### src/rtl/stdout_fifo_if.sv
// Core bus port plus tty_tx drain handshake of the console output FIFO.
interface stdout_fifo_if;
    logic [31:0] addr;
    logic        valid;
    logic        write;
    logic [31:0] wdata;
    logic [31:0] rdata;
    logic        ready;
    logic        sel;
    logic        tx_valid;
    logic [7:0]  tx_data;
    logic        tx_ready;

    modport slave (
        input  addr, valid, write, wdata, tx_ready,
        output rdata, ready, sel, tx_valid, tx_data
    );

    modport master (
        output addr, valid, write, wdata, tx_ready,
        input  rdata, ready, sel, tx_valid, tx_data
    );
endinterface

### src/rtl/stdout_fifo.sv
// Buffered console output: bus byte writes queue into a FIFO drained to tty_tx.
module stdout_fifo #(
    parameter int unsigned DEPTH = 16,
    parameter logic [31:0] BASE  = 32'h3000
) (
    input logic          clk,
    input logic          rst,
    stdout_fifo_if.slave bus
);
    localparam int unsigned AW = $clog2(DEPTH);
    localparam int unsigned CW = AW + 1;

    typedef enum logic {IDLE, ACK} state_t;

    state_t          state, state_nxt;
    logic [7:0]      mem [DEPTH];
    logic [AW-1:0]   rd_ptr, wr_ptr;
    logic [CW-1:0]   count;
    logic            full, empty;
    logic            is_data, is_stat;
    logic            accept, push, pop, flush;
    logic [31:0]     status_word;
    logic            unused_wdata;

    assign full    = (count == CW'(DEPTH));
    assign empty   = (count == '0);
    assign is_data = (bus.addr == BASE);
    assign is_stat = (bus.addr == BASE + 32'd4);
    assign bus.sel = bus.valid && (is_data || is_stat);

    assign status_word  = {16'b0, 8'(count), 6'b0, empty, full};
    assign unused_wdata = ^bus.wdata[31:8];

    always_ff @(posedge clk) begin
        if (rst) state <= IDLE;
        else     state <= state_nxt;
    end

    // Requests are only looked at in IDLE, so a held valid cannot be taken twice.
    always_comb begin
        state_nxt = IDLE;
        accept    = 1'b0;
        unique case (state)
            IDLE: begin
                if (bus.sel && !(is_data && bus.write && full)) begin
                    accept    = 1'b1;
                    state_nxt = ACK;
                end
            end
            ACK: state_nxt = IDLE;
            default: state_nxt = IDLE;
        endcase
    end

    assign bus.ready = (state == ACK);

    assign push  = accept && is_data && bus.write;
    assign flush = accept && is_stat && bus.write && bus.wdata[0];
    assign pop   = !empty && bus.tx_ready;

    always_ff @(posedge clk) begin
        if (rst) begin
            bus.rdata <= '0;
        end else if (accept && is_stat && !bus.write) begin
            bus.rdata <= status_word;
        end else begin
            bus.rdata <= '0;
        end
    end

    always_ff @(posedge clk) begin
        if (push) mem[wr_ptr] <= bus.wdata[7:0];
    end

    // Flush overrides any same-edge pop; push and flush never coincide (different addresses).
    always_ff @(posedge clk) begin
        if (rst || flush) begin
            rd_ptr <= '0;
            wr_ptr <= '0;
            count  <= '0;
        end else begin
            if (push) wr_ptr <= wr_ptr + AW'(1);
            if (pop)  rd_ptr <= rd_ptr + AW'(1);
            unique case ({push, pop})
                2'b10:   count <= count + CW'(1);
                2'b01:   count <= count - CW'(1);
                default: count <= count;
            endcase
        end
    end

    assign bus.tx_valid = !empty;
    assign bus.tx_data  = mem[rd_ptr];
endmodule

### src/flat_wrapper.sv
// flat-port wrapper written by rule: the top's interface ports become plain ports
module stdout_fifo_flat 
#(
    parameter int unsigned DEPTH = 16,
    parameter logic [31:0] BASE  = 32'h3000
)
  (clk, rst, bus_addr, bus_valid, bus_write, bus_wdata, bus_tx_ready, bus_rdata, bus_ready, bus_sel, bus_tx_valid, bus_tx_data);
  stdout_fifo_if bus_i ();
  input logic clk;
  input logic rst;
  input wire logic [$bits(bus_i.addr)-1:0] bus_addr;
  input wire logic [$bits(bus_i.valid)-1:0] bus_valid;
  input wire logic [$bits(bus_i.write)-1:0] bus_write;
  input wire logic [$bits(bus_i.wdata)-1:0] bus_wdata;
  input wire logic [$bits(bus_i.tx_ready)-1:0] bus_tx_ready;
  output wire logic [$bits(bus_i.rdata)-1:0] bus_rdata;
  output wire logic [$bits(bus_i.ready)-1:0] bus_ready;
  output wire logic [$bits(bus_i.sel)-1:0] bus_sel;
  output wire logic [$bits(bus_i.tx_valid)-1:0] bus_tx_valid;
  output wire logic [$bits(bus_i.tx_data)-1:0] bus_tx_data;
  assign bus_i.addr = bus_addr;
  assign bus_i.valid = bus_valid;
  assign bus_i.write = bus_write;
  assign bus_i.wdata = bus_wdata;
  assign bus_i.tx_ready = bus_tx_ready;
  assign bus_rdata = bus_i.rdata;
  assign bus_ready = bus_i.ready;
  assign bus_sel = bus_i.sel;
  assign bus_tx_valid = bus_i.tx_valid;
  assign bus_tx_data = bus_i.tx_data;
  stdout_fifo #(.DEPTH(DEPTH), .BASE(BASE)) u_core (.clk(clk), .rst(rst), .bus(bus_i));
endmodule
### config.mk
export PLATFORM = sky130hd
export DESIGN_NAME = stdout_fifo_flat
export DESIGN_NICKNAME = d
export VERILOG_FILES = /design/src/rtl/stdout_fifo_if.sv /design/src/rtl/stdout_fifo.sv /design/src/flat_wrapper.sv
export SDC_FILE = /design/constraint.sdc
export NUM_CORES = 1
export LEC_CHECK = 0
export ABC_CLOCK_PERIOD_IN_PS = 3300
export CORE_MARGIN = 2
export CORE_UTILIZATION = 45
export CTS_CLUSTER_DIAMETER = 120
export CTS_CLUSTER_SIZE = 30
export DETAILED_ROUTE_END_ITERATION = 7
export GPL_ROUTABILITY_DRIVEN = 0
export HOLD_SLACK_MARGIN = 0.02
export PLACE_DENSITY = 0.73
export RECOVER_POWER = 50
export SYNTH_ARGS = -nofsm -noshare
export SYNTH_HDL_FRONTEND = slang
export SYNTH_SLANG_ARGS = --single-unit
export TNS_END_PERCENT = 10
### constraint.sdc
create_clock -name clk -period 3.3 [get_ports clk]
set_input_delay 0.66 -clock clk [delete_from_list [all_inputs] [get_ports clk]]
set_output_delay 0.66 -clock clk [all_outputs]
set_load 0.01 [all_outputs]
Word-level counts from Yosys, hierarchy flattened --
Memory sizes are Yosys's and may differ from the RTL's. A register that Yosys moved wholly into a read port is not among the register bits. Index checks and enable logic that the tools add are counted.
Storage, ports and cells: bits in writable memories 128, memories kept 1, latch bits 0, bits in registers 46, input bits 69, ROM bits 0
Cells by class: reductions and logical operators 19, order comparisons 0, shifts and indexed selects 0, bitwise gates (word level) 2, multiply operators 0, divide/modulo/power cells 0, mux-type cells 8, equality and inequality tests 5, add/subtract/negate cells 4
Memory list:
- u_core.mem | depth 16, width 8, rd ports 1, clocked after Yosys merged registers in 1, wr ports 1, line stdout_fifo.sv:16 | logic [7:0] mem [DEPTH];
Operator list (number):
- 32-bit by 14-bit == test with 1-bit output (second input constant) | 2
- 1-bit logical AND | 11
- 5-bit case mux with 2 select lines | 1
- 4-bit by 1-bit adder with 4-bit output (second input constant) | 2
- 4-bit two-way mux | 2
- 5-bit by 1-bit adder with 5-bit output (second input constant) | 1
- 5-bit == test (second input constant) | 1
- 5-bit logical NOT | 1
- 5-bit by 1-bit subtractor with 5-bit output (second input constant) | 1
- 1-bit two-way mux | 4
- 1-bit logical NOT | 3
- 2-bit by 1-bit == test with 1-bit output (second input constant) | 1
- 2-bit == test (second input constant) | 1
- 1-bit logical OR | 2
- 1-bit NOT | 2
- 1-bit case mux with 2 select lines | 1
- 2-bit nonzero test | 1
- 2-bit OR reduction | 1

Depth between registers and ports, before layout --
Gate-level depths: netlist of run 1.
depth after elaboration 12, gate-level depth with buffers 11, depth with buffers taken out 11

Worst setup path after synthesis of run 1 --
No wires, ideal clock.
path type input -> register, from input bus_addr[15], to register u_core.count[4], data required time 3230 ps, cell stages on the path 11, path slack -15 ps, arrival time 3245 ps, path buffers 0, path through nor4bb_1 > nand4_1 > nor4_4 > inv_1 > ha_1 > fa_1 > a21o_1 > a21oi_1 > xor2_1 > or3_1 > a21oi_1
On the way: longest elaborated chain between the ends 11, elaborated cells on any way between the ends 20, those cells by class eq/ne: 4; mux: 3; reduce/logical: 13
Ends and longest elaborated chain:
- start, declared | line flat_wrapper.sv:11 | input wire logic [$bits(bus_i.addr)-1:0] bus_addr;
- 32-bit by 14-bit == test with 1-bit output | line stdout_fifo.sv:27 | assign is_data = (bus.addr == BASE);
- 1-bit logical AND (2 in series) | line stdout_fifo.sv:45 | if (bus.sel && !(is_data && bus.write && full)) begin
- 1-bit logical NOT | line stdout_fifo.sv:45
- 1-bit logical AND | line stdout_fifo.sv:45
- 1-bit two-way mux | line stdout_fifo.sv:45
- 1-bit two-way mux | line stdout_fifo.sv:43 | unique case (state)
- 1-bit logical AND (on tied branches) (2 in series) | line stdout_fifo.sv:57, stdout_fifo.sv:58
- 2-bit by 1-bit == test with 1-bit output (tied with other cells) | line stdout_fifo.sv:84 | unique case ({push, pop})
- 5-bit case mux with 2 select lines (tied with other cells) | line stdout_fifo.sv:84
- end signal, assigned | line stdout_fifo.sv:85 | 2'b10: count <= count + CW'(1);
- end signal, assigned | line stdout_fifo.sv:86 | 2'b01: count <= count - CW'(1);
- end signal, assigned | line stdout_fifo.sv:87 | default: count <= count;
- end, declared | line stdout_fifo.sv:18 | logic [CW-1:0] count;
Several ways; a longest one is shown, not always the timed one. A chain may end at the register's enable or synchronous reset.

Final worst setup path of run 1 --
from input bus_addr[12], to register u_core.count[4]
The elaborated chain is that of the path after synthesis.

==> run summary, run 1 <==
Slew Limit Headroom: 0.619
Leak: 0.00276 uW
placed cell area: 0.00723 sq mm
H-tree depth: 4
crit-path max FO: 4
die area: 0.0148 sq mm
layout cells sized above 1: 0.237
core area: 0.0137 sq mm
min Tclk post-route: 3.14 ns
Final Cell Area: 0.00781 sq mm
pre-CTS setup slack: -0.349 ns
Core Util, Final: 0.570
vias in the first global route: 3,489
Total GRT Usage: 0.181
routed vias/inst: 5.15
Fmax: 318 MHz
dpl hpwl: 8130 um
Die H: 122 um
simple-gate portion of the synthesized area: 0.0606
max-cap viol count: 0
WP data required: 3.65 ns
Net Sw Frac: 0.186
FP Rows: 43
Worst setup EP type: flop
clk slew on worst S/H paths: 0.06 ns
Top-Level Pins: 112
min-delay worst type: flop to flop
hold path depth: 1
Final TNS setup: 0 ns
largest family of logic cells by synthesized area: multiplexers
Distinct cells, synth: 36
Post-synth top flop: edfxtp_1
RSZ-0062 raised after global routing: yes
FILL cells: 1,069
Arrival @ worst endpoint: 3.49 ns
WL final: 12,500 um
Synth Area in Compound Gates: 0.0142
Max Slew Vio Count: 0
commonest non-fill, non-tap cell in the layout: edfxtp_1
setup violators final: 0
largest net degree at the start of global routing: 33
Max VDD drop: 0.347 mV
Worst-Skew Late Latency: 0.41 ns
final worst path period share: 0.953
CP max-delay cell: clkdlybuf4s50_1
Logic pwr share: 0.025
PD cells: 504 mW/mm^2
IO buf count: 62
chip width: 122 um
CTS tree: done
Post-synth EDFFs: 128
#FFs+latches synth: 153
DRC violations left: 0
first-pass GRT wire length: 19,100 um
DRT iter0 DRCs: 294
Worst path max stage delay: 0.45 ns
Synth Instances: 343
sequential power share: 0.531
mux contribution to synthesized area: 0.151
Setup CP Type: input pin to flop
Net Sw Power: 733 uW
Layout area overhead: 25.3%
Hold Vio Cnt, Final: 0
diode count: 0
worst-margin pin slew: 0.569 ns
initial antenna violation count: 0
Syn Area/Cell: 18.2 sq um
remaining antenna violation count: 0
clock tree buffer depth: 2
post-synthesis cell area: 0.00623 sq mm
critical-path cell list: clkdlybuf4s50_1 -> nor4bb_2 -> nand4_1 -> nor4_4 -> inv_1 -> ha_2 -> fa_1 -> a21o_1 -> a21oi_2 -> xor2_1 -> or3_1 -> a21oi_1
routed via count: 3,299
sequential share of the synthesized area: 0.697
Starting Density: 0.454
DR pass1 iterations: 4
Setup WS post-layout: 0.156 ns
most frequent cells in the layout: edfxtp_1, mux4_2, clkdlybuf4s50_1, buf_4, conb_1
skew final: 0.0122 ns
CTS root buf: clkbuf_16
ys async rst share: 0
Worst R2R Path Depth: 12
clk sinks: 153
status: finished, final reports clean
Final #Nets: 526
Post-Synth Adder-Cell Area: 0.0213
Post-Synth XOR/XNOR Area: 0.0126
DR WL/cell: 19.5 um
crit path launch type: input pin
Overflow after GRT: 0
clock power share: 0.444
TritonCTS buffer count: 17
Synth Warn #: 0
P_int: 3210 uW
==> critical path, delay by kind of cell <==
kind,cells,cell delay [ns]
compound gates,3,0.45
xor+xnor,1,0.08
fa+ha+maj,2,0.65
buf+inv,2,0.53
simple gates,4,1.10
==> power by group through the flow <==
stage / clock [uW] / sequential [uW] / combinational, uW
2_1_floorplan: 0 / 2130 / 42.7
3_3_place_gp: 0 / 2130 / 94.2
3_5_place_dp: 0 / 2130 / 97.8
4_1_cts: 1780 / 2090 / 98.2
5_1_grt: 1860 / 2090 / 108
6_report: 1750 / 2090 / 99.1
==> cell usage after synthesis, drive strengths merged, types with 4 or more instances <==
cell type / instances / area (sq um)
a21oi: 5 / 25.0
and2: 10 / 62.6
buf: 32 / 219
clkbuf: 4 / 15.0
dfxtp: 25 / 500
edfxtp: 128 / 3840
ha: 9 / 113
inv: 9 / 33.8
mux2i: 4 / 40.0
mux4: 40 / 901
nand2: 5 / 18.8
nor2: 19 / 71.3
nor3: 10 / 50.1
nor4: 9 / 71.3
xnor2: 5 / 43.8
xor2: 4 / 35.0
==> stage by stage <==
step / power (uW) / cells / hold slack [ns]
final: 3940 / 640 / 0.514
after global routing: 4050 / 640 / 0.539
after CTS: 3960 / 640 / 0.523
after detailed placement: 2230 / 608 / 0.514
after global placement: 2230 / 608 / 0.505
after floorplan: 2170 / 367 / 0.481
==> state kept, by name (all words and copies together) (netlist names), named ones only <==
name	flops
u_core.bus.rdata	7
u_core.rd_ptr	4
u_core.mem	128
u_core.count	5
u_core.wr_ptr	4
u_core.bus.ready	1
==> cell type report <==
cell class                      count  area [sq um]  share of cell area
Sequential cell                   153          4350               0.556
Inverter                            9          33.8             0.00432
Timing Repair Buffer               97           927               0.119
Tap cell                          180           225              0.0288
Clock inverter                      3          16.3             0.00208
Multi-Input combinational cell    169          1740               0.223
Clock buffer                       29           522              0.0668
==> cell families after synthesis <==
| group | after synthesis |
|---|---|
| other cells | 1 |
| compound gates | 13 |
| buf+inv | 45 |
| xor+xnor | 9 |
| simple gates | 68 |
| mux | 44 |
| flops | 153 |
| fa+ha+maj | 10 |
==> final timing paths <==
| path | from | slack [ns] | to |
|---|---|---|---|
| max | bus_addr[12] | 0.16 | u_core.count[4]$_SDFFE_PP0P_ |
| min | u_core.count[2]$_SDFFE_PP0P_ | 0.51 | u_core.bus.rdata[10]$_SDFF_PP0_ |
| max reg2reg | u_core.count[0]$_SDFFE_PP0P_ | 0.45 | u_core.count[4]$_SDFFE_PP0P_ |
| min reg2reg | u_core.count[2]$_SDFFE_PP0P_ | 0.51 | u_core.bus.rdata[10]$_SDFF_PP0_ |
==> routing by layer <==
metal,vias to the layer above,wire length [um],track usage
li1,1506,-,-
met1,1656,4820,0.217
met2,124,6620,0.316
met3,13,910,0.0548
met4,0,136,0.0539
met5,-,0,0
==> repair_timing <==
action                                  CTS  global route
gates resized for setup                   1            14
pin swaps                                 0             3
buffers inserted                          0             0
endpoints found under the setup margin    1             9
hold buffers                              0             0
cloned                                    0             0
Note: power is estimated with default switching activity, not from simulation.
==> run 2, diff against run 1 <==
--- a/config.mk
+++ b/config.mk
@@ -6,7 +6,7 @@
 export NUM_CORES = 1
 export LEC_CHECK = 0
 export ABC_CLOCK_PERIOD_IN_PS = 3300
-export CORE_MARGIN = 2
+export CORE_MARGIN = 4
 export CORE_UTILIZATION = 45
 export CTS_CLUSTER_DIAMETER = 120
 export CTS_CLUSTER_SIZE = 30
==> run 2 against run 1 <==
  * Final cell count down 1.3%
  * Sequential cell count unchanged
  * Maximum frequency down 1.8%
  * Power about the same
  * Largest cell class unchanged
  * Core utilization up 0.83 points
  * Design area down 0.90%
  * Register-to-register slack worse by 0.02 ns
  * Global-route usage down 1.5 points
  * Via count up 2.3%
  * Critical path depth unchanged
  * Combinational power about the same
  * Clock skew down 0.0021 ns
==> run summary, run 2 (synthesized netlist as in run 1, its figures left out) <==
status: finished, final reports clean
Layout area overhead: 24.2%
crit-path max FO: 4 (unchanged)
clk sinks: 153 (unchanged)
most frequent cells in the layout: edfxtp_1, mux4_2, clkdlybuf4s50_1, buf_4, conb_1
Max VDD drop: 0.293 mV (-16%)
worst-margin pin slew: 0.674 ns (+0.105 ns)
Setup CP Type: input pin to flop
min-delay worst type: flop to flop
max-cap viol count: 0 (unchanged)
DR pass1 iterations: 4 (unchanged)
Max Slew Vio Count: 0 (unchanged)
final worst path period share: 0.971 (+0.0178)
Worst setup EP type: flop
critical-path cell list: clkdlybuf4s50_1 -> nor4_2 -> nand4_1 -> nor4_4 -> inv_1 -> ha_2 -> fa_1 -> a21o_1 -> a21oi_1 -> xor2_1 -> or3_1 -> a21oi_1
Total GRT Usage: 0.166 (-0.0150)
crit path from: bus_addr[22]
pre-CTS setup slack: -0.440 ns (-0.0910 ns)
largest reg by FF count: u_core.mem
WL final: 12,500 um (about the same)
layout cells sized above 1: 0.235 (-0.00231)
Final #Nets: 522 (-0.76%)
RSZ-0062 raised after global routing: yes
DRT iter0 DRCs: 257 (-13%)
PD cells: 508 mW/mm^2 (+0.82%)
Hold Vio Cnt, Final: 0 (unchanged)
clk slew on worst S/H paths: 0.06 ns (about the same)
Worst path max stage delay: 0.46 ns (about the same)
skew final: 0.0101 ns (-0.00209 ns)
R2R Path Start: u_core.count[0]$_SDFFE_PP0P_
IO buf count: 62 (unchanged)
core area: 0.0134 sq mm (-2.3%)
chip width: 126 um (+3.3%)
Fmax: 312 MHz (-1.8%)
r2r setup slk: 0.43 ns (-0.02 ns)
Starting Density: 0.465 (+0.0108)
CTS root buf: clkbuf_16
Worst setup endpoint: u_core.count[4]$_SDFFE_PP0P_
Worst R2R Path Depth: 11 (-1)
Core Util, Final: 0.578 (+0.00833)
largest net degree at the start of global routing: 33 (unchanged)
setup violators final: 0 (unchanged)
DR WL/cell: 19.8 um (+1.3%)
DRC violations left: 0 (unchanged)
vias in the first global route: 3,663 (+5.0%)
CTS tree: done
crit-path most repeated cell: a21oi_1
first-pass GRT wire length: 19,300 um (+1.2%)
Leak: 0.00270 uW (-2.2%)
WP data required: 3.65 ns (about the same)
H-tree depth: 4 (unchanged)
routed via count: 3,374 (+2.3%)
Setup WS post-layout: 0.0972 ns (-0.0588 ns)
remaining antenna violation count: 0 (unchanged)
Overflow after GRT: 0 (unchanged)
Largest register FFs: 128 (unchanged)
initial antenna violation count: 0 (unchanged)
commonest non-fill, non-tap cell in the layout: edfxtp_1
Regs by FF count: u_core.mem: 128 flops, u_core.bus.rdata: 7 flops, u_core.count: 5 flops
min Tclk post-route: 3.20 ns (+0.0588 ns)
Cells after DPL: 600 (-1.3%)
post-cts hold buffer count: 0 (unchanged)
crit path launch type: input pin
Arrival @ worst endpoint: 3.55 ns (+0.06 ns)
Slew Limit Headroom: 0.551 (-0.0687)
Non-Filler Instances: 632 (-1.3%)
dpl hpwl: 8110 um (-0.23%)
die area: 0.0158 sq mm (+6.7%)
Worst-Skew Late Latency: 0.42 ns (about the same)
TritonCTS buffer count: 17 (unchanged)
diode count: 0 (unchanged)
clock tree buffer depth: 2 (unchanged)
Die H: 126 um (+3.3%)
Tot Pwr: 3940 uW (about the same)
Top-Level Pins: 112 (unchanged)
routed vias/inst: 5.34 (+3.6%)
Crit Reg-Reg Endpoint: u_core.count[4]$_SDFFE_PP0P_
CP max-delay cell: fa_1
FP Rows: 42 (-2.3%)
## run 2: how the worst min path moves through the flow
| stage | to | startpoint | depth (start not counted) |
|---|---|---|---|
| floorplan | u_core.bus.rdata[11]$_SDFF_PP0_ | u_core.count[3]$_SDFFE_PP0P_ | 1 |
| global placement | flop | u_core.rd_ptr[3]$_SDFFE_PP0P_ | 2 |
| detailed placement | u_core.bus.rdata[10]$_SDFF_PP0_ | u_core.count[2]$_SDFFE_PP0P_ | 1 |
| CTS | u_core.bus.rdata[11]$_SDFF_PP0_ | u_core.count[3]$_SDFFE_PP0P_ | 1 |
| global route | u_core.bus.rdata[11]$_SDFF_PP0_ | u_core.count[3]$_SDFFE_PP0P_ | 1 |
| finish | u_core.bus.rdata[11]$_SDFF_PP0_ | u_core.count[3]$_SDFFE_PP0P_ | 1 |
## run 2: what timing repair did
action                     CTS  global route
setup endpoints to repair    1             8
gates resized for setup      1            11
pin swaps                    0             3
setup buffers                0             0
## run 2: per-stage QoR
| stage | setup TNS (ns) | hold WS (ns) | instance area (sq um) |
|---|---|---|---|
| after floorplan | 0 | 0.481 | 6320 |
| after global placement | -0.465 | 0.511 | 7180 |
| after detailed placement | -0.610 | 0.511 | 7180 |
| after CTS | 0 | 0.527 | 7720 |
| after global routing | -0.0544 | 0.566 | 7740 |
| final | 0 | 0.526 | 7740 |
## run 2: cell type report
class	count	area [sq um]
fillers	1002	5660
flip-flops and latches	153	4350
multi-input cells	169	1730
repair buffers	93	875
clock buffers	17	425
well taps	176	220
clock inverters	15	116
inverters	9	33.8
## run 2: power breakdown
group / internal [uW] / total, uW / switching, uW
combinational: 49.3 / 99.4 / 50.1
clock: 972 / 1750 / 775
sequential: 2090 / 2090 / 0.000741
total: 3110 / 3940 / 825
## run 2: worst max-delay path, delay by kind of cell
| kind | cells | cell delay [ns] |
|---|---|---|
| xor gates and xnor gates | 1 | 0.10 |
| and+or+nand+nor | 4 | 1.13 |
| AOI/OAI and AO/OA | 3 | 0.49 |
| adders and majority gates | 2 | 0.67 |
| buffers and inverters | 2 | 0.51 |
## run 2: per-layer routing
metal,up-vias,share of wire,GRT usage
met1,1718,0.40,0.198
met4,0,0.024,0.0772
met3,24,0.065,0.0445
met2,131,0.51,0.281
met5,-,0,0
li1,1501,-,-
==> run 3, diff against run 2 <==
--- a/config.mk
+++ b/config.mk
@@ -6,10 +6,8 @@
 export NUM_CORES = 1
 export LEC_CHECK = 0
 export ABC_CLOCK_PERIOD_IN_PS = 3300
-export CORE_MARGIN = 4
 export CORE_UTILIZATION = 45
 export CTS_CLUSTER_DIAMETER = 120
-export CTS_CLUSTER_SIZE = 30
 export DETAILED_ROUTE_END_ITERATION = 7
 export GPL_ROUTABILITY_DRIVEN = 0
 export HOLD_SLACK_MARGIN = 0.02
==> run 3 against run 2 <==
  * Die area decreased by 9.3%
  * Clock skew decreased by 0.0027 ns
  * Core utilization increased by 0.86 points
  * Design area increased by 1.5%
  * Final cell count increased by 0.79%
  * Critical path depth decreased by 8
  * Clock power increased by 9%
  * Combinational power decreased by 2%
  * Power increased by 4.0%
  * Setup slack got worse by 0.017 ns
==> run summary, run 3 (synthesized netlist as in run 1, its figures left out) <==
DR WL met3: 795 um (-2.9%)
die area: 0.0143 sq mm (-9.3%)
worst-margin pin slew: 0.644 ns (-0.0305 ns)
most frequent cells in the layout: edfxtp_1, mux4_2, clkdlybuf4s50_1, buf_4, conb_1
RSZ-0062 raised after global routing: no
Final Cell Area: 0.00786 sq mm (+1.5%)
DRT iter0 DRCs: 379 (+47%)
IO buf count: 62 (unchanged)
metal2 WL: 6090 um (-4.9%)
vias in the first global route: 3,412 (-6.9%)
Layout area overhead: 26.0%
chip width: 120 um (-4.8%)
skew final: 0.00738 ns (-0.00274 ns)
critical-path cell list: buf_8 -> mux4_2 -> mux4_2 -> clkdlybuf4s50_1
Top-Level Pins: 112 (unchanged)
Worst setup EP type: output port
Fmax: 311 MHz (-0.54%)
placed cell area: 0.00721 sq mm (+0.49%)
min Tclk post-route: 3.22 ns (+0.0175 ns)
WL final: 12,000 um (-3.7%)
clk slew on worst S/H paths: 0.06 ns (about the same)
DRT met1 WL: 4890 um (-1.8%)
Worst path max stage delay: 0.52 ns (+0.06 ns)
Leak: 0.00276 uW (+2.5%)
Die H: 120 um (-4.8%)
status: finished, final reports clean
clock tree buffer depth: 2 (unchanged)
DR pass1 iterations: 4 (unchanged)
Top Metal Used: met4
PD cells: 521 mW/mm^2 (+2.5%)
DR WL/cell: 18.9 um (-4.5%)
crit path launch type: flop
Max VDD drop: 0.330 mV (+13%)
layout cells sized above 1: 0.243 (+0.00830)
crit-path most repeated cell: mux4_2
routed vias/inst: 5.24 (-1.8%)
commonest non-fill, non-tap cell in the layout: edfxtp_1
setup violators final: 0 (unchanged)
Setup CP Type: flop to output port
crit-path max FO: 8 (+4)
routed via count: 3,338 (-1.1%)
remaining antenna violation count: 0 (unchanged)
Overflow after GRT: 0 (unchanged)
core area: 0.0134 sq mm (unchanged)
Max Slew Vio Count: 0 (unchanged)
FILL cells: 999 (-0.30%)
initial antenna violation count: 0 (unchanged)
Starting Density: 0.465 (unchanged)
final worst path period share: 0.976 (+0.00529)
CTS root buf: clkbuf_16
Slew Limit Headroom: 0.570 (+0.0197)
clk sinks: 153 (unchanged)
Final TNS setup: 0 ns (unchanged)
FP Rows: 42 (unchanged)
WP data required: 2.64 ns (-1.01 ns)
largest net degree at the start of global routing: 33 (unchanged)
CTS tree: done
first-pass GRT wire length: 18,600 um (-3.4%)
min-delay worst type: flop to flop
Largest register FFs: 128 (unchanged)
max-cap viol count: 0 (unchanged)
dpl hpwl: 7970 um (-1.7%)
CP max-delay cell: mux4_2
Total GRT Usage: 0.184 (+0.0180)
Final #Nets: 527 (+0.96%)
Hold Vio Cnt, Final: 0 (unchanged)
diode count: 0 (unchanged)
H-tree depth: 4 (unchanged)
Worst-Skew Late Latency: 0.42 ns (about the same)
DRC violations left: 0 (unchanged)
Regs by FF count: u_core.mem: 128 flops, u_core.bus.rdata: 7 flops, u_core.count: 5 flops
largest reg by FF count: u_core.mem
Arrival @ worst endpoint: 2.56 ns (-0.99 ns)
TritonCTS buffer count: 17 (unchanged)
## run 3: critical path, delay by kind of cell (launching register included)
kind	cells	cell delay (ns)
mux	2	1.03
buf+inv	2	0.67
flops	1	0.43
## run 3: final cells by class
class	count	area, sq um	share of cell area
Sequential cell	153	4350	0.553
Multi-Input combinational cell	169	1730	0.220
Timing Repair Buffer	98	933	0.119
Clock buffer	23	478	0.0608
Tap cell	176	220	0.0280
Clock inverter	9	114	0.0145
Inverter	9	33.8	0.00430
## run 3: metal layers
metal	track usage	up-vias
met5	0	-
met4	0.0750	0
met3	0.0537	23
met2	0.299	135
met1	0.230	1672
li1	-	1508
## run 3: final timing paths
kind	cells past startpoint	slack, ns	endpoint	startpoint
hold reg to reg	1	0.51	u_core.bus.rdata[11]$_SDFF_PP0_	u_core.count[3]$_SDFFE_PP0P_
hold / removal	1	0.51	u_core.bus.rdata[11]$_SDFF_PP0_	u_core.count[3]$_SDFFE_PP0P_
setup reg to reg	11	0.54	u_core.count[4]$_SDFFE_PP0P_	u_core.count[0]$_SDFFE_PP0P_
setup / recovery	4	0.08	bus_tx_data[2]	flop
## run 3: power by group
group	switching [uW]	total, uW	internal, uW	leakage, uW
logic	48.9	97.9	49.0	0.00112
clock network	729	1910	1180	0.000292
registers	0.00134	2090	2090	0.00135
## run 3: repair_timing
item                                    in CTS  in global routing
gates resized for setup                      4                 10
endpoints found under the setup margin       8                  8
pin swaps                                    1                  2
hold buffers                                 0                  0
buffers inserted                             1                  1
endpoints found under the hold margin        0                  0
## run 3: metrics by stage
step	total power, uW	setup slack [ns]	hold slack, ns	instances	util
finish	4090	0.0798	0.512	637	0.586
global placement	2230	-0.366	0.504	603	0.538
global route	4200	0.00249	0.533	637	0.586
floorplan	2170	0.00797	0.481	367	-
CTS	4130	0.00539	0.517	636	0.584
detailed placement	2230	-0.386	0.511	603	0.538
